<file path="src/rtl/mu_pkg.sv">
// Shared types and constants for the memory-unit skid buffer.
package mu_pkg;

  typedef enum logic [1:0] {
    MU_SB_EMPTY = 2'd0,
    MU_SB_BUSY  = 2'd1,
    MU_SB_FULL  = 2'd2
  } mu_sb_state_e;

  localparam int MU_SB_DEPTH = 2;

endpackage

</file>
<file path="src/rtl/mu_skid_buffer_if.sv">
// Ready/valid bus around mu_skid_buffer; the flush wire exists only when MU_SKID_FLUSH_EN is defined.
interface mu_skid_buffer_if import mu_pkg::*; #(
  parameter int WIDTH = 32
) ();

  logic                                 in_valid;
  logic                                 in_ready;
  logic [WIDTH-1:0]                     in_data;
  logic                                 out_valid;
  logic                                 out_ready;
  logic [WIDTH-1:0]                     out_data;
  logic [$clog2(MU_SB_DEPTH+1)-1:0]     occ;
`ifdef MU_SKID_FLUSH_EN
  logic                                 flush;
`endif

  modport master (
    output in_valid, in_data, out_ready,
`ifdef MU_SKID_FLUSH_EN
    output flush,
`endif
    input  in_ready, out_valid, out_data, occ
  );

  modport slave (
    input  in_valid, in_data, out_ready,
`ifdef MU_SKID_FLUSH_EN
    input  flush,
`endif
    output in_ready, out_valid, out_data, occ
  );

endinterface

</file>
<file path="src/rtl/mu_sb_reg.sv">
// WIDTH-bit load-enabled register with synchronous active-high clear; bus form of the state flop.
module mu_sb_reg #(
  parameter int WIDTH = 32
) (
  input  logic             clk,
  input  logic             reset,
  input  logic             load,
  input  logic [WIDTH-1:0] d,
  output logic [WIDTH-1:0] q
);

  always_ff @(posedge clk) begin
    if (reset) begin
      q <= '0;
    end else if (load) begin
      q <= d;
    end
  end

endmodule

</file>
<file path="src/rtl/mu_skid_buffer.sv">
// Two-entry ready/valid skid buffer: registered in_ready, one-cycle latency, in-order.
// Optional synchronous flush input enabled by defining MU_SKID_FLUSH_EN.
module mu_skid_buffer import mu_pkg::*; #(
  parameter int WIDTH = 32
) (
  input  logic              clk,
  input  logic              reset,
  mu_skid_buffer_if.slave   bus
);

  mu_sb_state_e     state;
  mu_sb_state_e     state_next;
  logic             accept;
  logic             pop;
  logic             load_main;
  logic             load_skid;
  logic             flush_now;
  logic [WIDTH-1:0] main_d;
  logic [WIDTH-1:0] main_q;
  logic [WIDTH-1:0] skid_q;

`ifdef MU_SKID_FLUSH_EN
  assign flush_now = bus.flush;
`else
  assign flush_now = 1'b0;
`endif

  // in_ready is a pure function of registered state, never of out_ready
  assign bus.in_ready  = !reset && (state != MU_SB_FULL) && !flush_now;
  assign bus.out_valid = (state != MU_SB_EMPTY);
  assign bus.out_data  = main_q;
  assign bus.occ       = state;

  assign accept = bus.in_valid & bus.in_ready;
  assign pop    = bus.out_valid & bus.out_ready;
  assign main_d = (state == MU_SB_FULL) ? skid_q : bus.in_data;

  always_ff @(posedge clk) begin
    if (reset) begin
      state <= MU_SB_EMPTY;
    end else begin
      state <= state_next;
    end
  end

  always_comb begin
    state_next = state;
    load_main  = 1'b0;
    load_skid  = 1'b0;
    case (state)
      MU_SB_EMPTY: begin
        if (accept) begin
          state_next = MU_SB_BUSY;
          load_main  = 1'b1;
        end
      end
      MU_SB_BUSY: begin
        if (accept && !pop) begin
          state_next = MU_SB_FULL;
          load_skid  = 1'b1;
        end else if (pop && !accept) begin
          state_next = MU_SB_EMPTY;
        end else if (accept && pop) begin
          load_main  = 1'b1;
        end
      end
      MU_SB_FULL: begin
        if (pop) begin
          state_next = MU_SB_BUSY;
          load_main  = 1'b1;
        end
      end
      default: state_next = MU_SB_EMPTY;
    endcase
    // Flush invalidates entries but leaves the data registers untouched
    if (flush_now) begin
      state_next = MU_SB_EMPTY;
      load_main  = 1'b0;
      load_skid  = 1'b0;
    end
  end

  mu_sb_reg #(.WIDTH(WIDTH)) u_main (
    .clk   (clk),
    .reset (reset),
    .load  (load_main),
    .d     (main_d),
    .q     (main_q)
  );

  mu_sb_reg #(.WIDTH(WIDTH)) u_skid (
    .clk   (clk),
    .reset (reset),
    .load  (load_skid),
    .d     (bus.in_data),
    .q     (skid_q)
  );

endmodule

</file>
<file path="src/flat_wrapper.sv">
// flat-port wrapper written by rule: the top's interface ports become plain ports
module mu_skid_buffer_flat import mu_pkg::*;
#(
  parameter int WIDTH = 32
)
  (clk, reset, bus_in_valid, bus_in_data, bus_out_ready, bus_in_ready, bus_out_valid, bus_out_data, bus_occ);
  mu_skid_buffer_if #(.WIDTH(WIDTH)) bus_i ();
  input  logic clk;
  input  logic reset;
  input wire logic [$bits(bus_i.in_valid)-1:0] bus_in_valid;
  input wire logic [$bits(bus_i.in_data)-1:0] bus_in_data;
  input wire logic [$bits(bus_i.out_ready)-1:0] bus_out_ready;
  output wire logic [$bits(bus_i.in_ready)-1:0] bus_in_ready;
  output wire logic [$bits(bus_i.out_valid)-1:0] bus_out_valid;
  output wire logic [$bits(bus_i.out_data)-1:0] bus_out_data;
  output wire logic [$bits(bus_i.occ)-1:0] bus_occ;
  assign bus_i.in_valid = bus_in_valid;
  assign bus_i.in_data = bus_in_data;
  assign bus_i.out_ready = bus_out_ready;
  assign bus_in_ready = bus_i.in_ready;
  assign bus_out_valid = bus_i.out_valid;
  assign bus_out_data = bus_i.out_data;
  assign bus_occ = bus_i.occ;
  mu_skid_buffer #(.WIDTH(WIDTH)) u_core (.clk(clk), .reset(reset), .bus(bus_i));
endmodule
</file>
<file path="config.mk">
export PLATFORM = sky130hd
export DESIGN_NAME = mu_skid_buffer_flat
export DESIGN_NICKNAME = d
export VERILOG_FILES = /design/src/rtl/mu_pkg.sv /design/src/rtl/mu_skid_buffer_if.sv /design/src/rtl/mu_sb_reg.sv /design/src/rtl/mu_skid_buffer.sv /design/src/flat_wrapper.sv
export SDC_FILE = /design/constraint.sdc
export NUM_CORES = 1
export LEC_CHECK = 0
export ABC_AREA = 0
export CAP_MARGIN = 20
export CORE_ASPECT_RATIO = 1.4
export CORE_UTILIZATION = 35
export CTS_CLUSTER_SIZE = 8
export DETAILED_ROUTE_END_ITERATION = 8
export PLACE_DENSITY = 0.57
export SLEW_MARGIN = 10
export SYNTH_ARGS = -nofsm -noshare
export SYNTH_HDL_FRONTEND = slang
export SYNTH_HIERARCHICAL = 1
export SYNTH_SLANG_ARGS = --single-unit
</file>
<file path="constraint.sdc">
create_clock -name clk -period 3.5 [get_ports clk]
set_input_delay 0.525 -clock clk [delete_from_list [all_inputs] [get_ports clk]]
set_output_delay 0.525 -clock clk [all_outputs]
set_load 0.01 [all_outputs]
</file>
==> impl_results.md <==
- N_diodes: 0
- Vias in the first global route: 1,894
- Simple-Gate Fraction of Synth Area: 0.109
- Seq pwr share: 0.417
- Design Area, Final: ~0.0040 mm2
- Power Dens Cells: 481 mW/mm2
- Non-Filler Instances: 438
- Crit path required time: 3.67 ns
- Most common cell after layout, fill and taps aside: clkdlybuf4s50_1
- Final setup violation count: 0
- Fin Setup TNS: 0 ns
- P_leak: 1.51 nW
- Total core area: 0.00830 mm2
- DRT iter0 DRCs: 85
- Area of the die: around 0.009 mm2
- Grt total ovfl: 0
- Final period util: 0.685
- P_int: 1.51 mW
- Synth Warn #: 6
- Slew @ Worst Pin: 0.714 ns
- DP HPWL: about 3800 um
- Antenna viol nets, final: 0
- CTS buffer count: 9
- Row count: 39
- Initial antenna violation count: 0
- Hold_buf cts: 0
- Io pins: 72
- Startpoint Class: input pin
- DRC Markers: 0
- Total clock sinks: 66
- Area after DPL: roughly 0.0037 mm2
- Worst vdd ir: between 0.2 and 0.3 mV
- Tmin final: 2.40 ns
- Crit path kind: in -> reg
- Post-synthesis mux area share: 0.366
- Nets: roughly 370
- Overall routing resource usage: 0.138
- Min Hold Slack: 0.488 ns
- Crit end category: flip-flop
- Final WS setup: about 1.1 ns
- Sequential area share after synthesis: 0.433
- Die Ht: about 110 um
- 1st-pass router iterations: 4
- Final Hold Fails: 0
- Fmax: 417 MHz
- Synthesis-to-layout area growth: 31.2%
- Syn_nets: 302
- Final Skew: approximately 0.0058 ns
- CTS tree: yes
- Run status: finished, final reports clean
- Worst EP arrival: 2.57 ns
- Worst Hold Class: reg -> reg
- Post-CTS setup buffers: 0
- Worst skew pair latency: 0.32 ns
- Clock Path Buffers: 2
- Vias post-DR: 2,070
- DR WL/cell: about 13 um
- Critical path fanouts, max: 22
- CTS resizes: 0
- Compound-Gate Fraction of Synth Area: 0.00616
- Share of layout cells above drive strength 1: 0.170
- Rel. slew slack: 0.524
- Number of vias per cell: 4.73
- First-pass GRT wire length: 9390 um
- Largest family of logic cells by synthesized area: multiplexers
- Overall die width: approximately 81 um
- Synth Area in Adders: 0.00821
- Sw Ratio: 0.217
- Yosys reg bits: 66
- Clock Power Share: 0.459
- Avg Inst Size Synth: 11.5 um2
- Distinct cells, synth: 21
- RePlAce Congestion: 0.680
- Worst Setup Slack post-DPL: 0.739 ns
- Switching pwr: roughly 420 uW
- Clock root cell: clkbuf_16
- Total power: 1.92 mW
- Total wire length: 5880 um
- Synth Cell Area: between 0.003 and 0.004 mm2
- Max-cap viol count: 0
- Mapped Cells: 264
- CTS clk-pin slew, worst paths: 0.05 ns
- Final core utilization: 0.482
- Initial core utilization: 0.368
- Combinational share of power: 0.124
- CTS H-tree lvls: 3
- Xor/xnor share of the synthesized area: 0
- Largest net degree at the start of global routing: 70
- Most frequent cells in the layout: clkdlybuf4s50_1 (70), dfxtp_1 (66), nor2_1 (65), mux2i_1 (65), mux2_4 (28)
- Pins Over Slew Limit: 0
- Placed Cells incl. Taps: 424
- PortBufs: 71
- RSZ-0062 raised after global routing: no
[power by group through the flow]
stage               clock network, mW  registers (mW)  logic [mW]
global route                    0.948           0.804       0.259
floorplan                           0           0.824       0.137
detailed placement                  0           0.817       0.242
global placement                    0           0.817       0.239
finish                          0.884           0.801       0.239
CTS                             0.911           0.801       0.242
[flip-flops by register name (all words and copies together) (netlist names)]
name and flops:
u_core/bus.occ 2, u_core/u_main/q 32, u_core/u_skid/q 32
[path summary, 6_finish.rpt]
path                  startpoint             endpoint  slack (ns)  cells after the start
min reg2reg  u_core/u_skid/q[29]  u_core/u_skid/q[29]        0.49                      2
max                 bus_in_valid  u_core/u_skid/q[14]        1.10                      8
max reg2reg    u_core/bus.occ[0]  u_core/u_skid/q[14]        1.20                      8
min          u_core/u_skid/q[29]  u_core/u_skid/q[29]        0.49                      2
[synthesized netlist by cell type]
| master | count | share of area |
|---|---|---|
| a21oi_1 | 1 | 0.0016 |
| and2_1 | 1 | 0.0021 |
| buf_12 | 9 | 0.059 |
| buf_6 | 3 | 0.011 |
| clkbuf_1 | 6 | 0.0074 |
| dfxtp_1 | 66 | 0.43 |
| ha_1 | 2 | 0.0082 |
| mux2_2 | 4 | 0.015 |
| mux2_4 | 28 | 0.14 |
| mux2i_1 | 65 | 0.21 |
| nand2_1 | 2 | 0.0025 |
| nand2b_1 | 1 | 0.0021 |
| nand3b_1 | 2 | 0.0049 |
| nand4bb_1 | 1 | 0.0037 |
| nor2_1 | 66 | 0.081 |
| nor2b_2 | 1 | 0.0029 |
| nor3b_1 | 1 | 0.0025 |
| o211ai_1 | 1 | 0.0025 |
| o22ai_1 | 1 | 0.0021 |
| or2_2 | 2 | 0.0041 |
| or3b_2 | 1 | 0.0029 |
[routing by layer]
| layer | track usage | wire, um | up-vias |
|---|---|---|---|
| li1 | - | - | 1034 |
| met1 | 0.176 | 2660 | 982 |
| met2 | 0.210 | 2820 | 46 |
| met3 | 0.0431 | 298 | 8 |
| met4 | 0.0607 | 106 | 0 |
| met5 | 0 | 0 | - |
[kinds of logic after synthesis]
group / count (synthesis)
AND/OR/NAND/NOR: 78
buffers and inverters: 18
adder cells (fa/ha/maj): 2
AO/OA/AOI/OAI: 3
flip-flops: 66
multiplexers: 97
[worst max-delay path, stage by stage]
cell and delay, ns:
clkdlybuf4s50_1 0.50, nor3b_1 0.29, ha_1 0.22, nand2_1 0.09, nor2_4 0.40, buf_12 0.26
mux2i_1 0.21, nor2_1 0.06
[final cells by class]
| type | instances | area, um2 |
|---|---|---|
| flip-flops and latches | 66 | 1320 |
| clock buffers | 11 | 253 |
| fillers | 810 | 4290 |
| well taps | 102 | 128 |
| clock inverters | 3 | 40.0 |
| repair buffers | 76 | 756 |
| multi-input cells | 180 | 1500 |
Power figures use the tool's default switching activity.
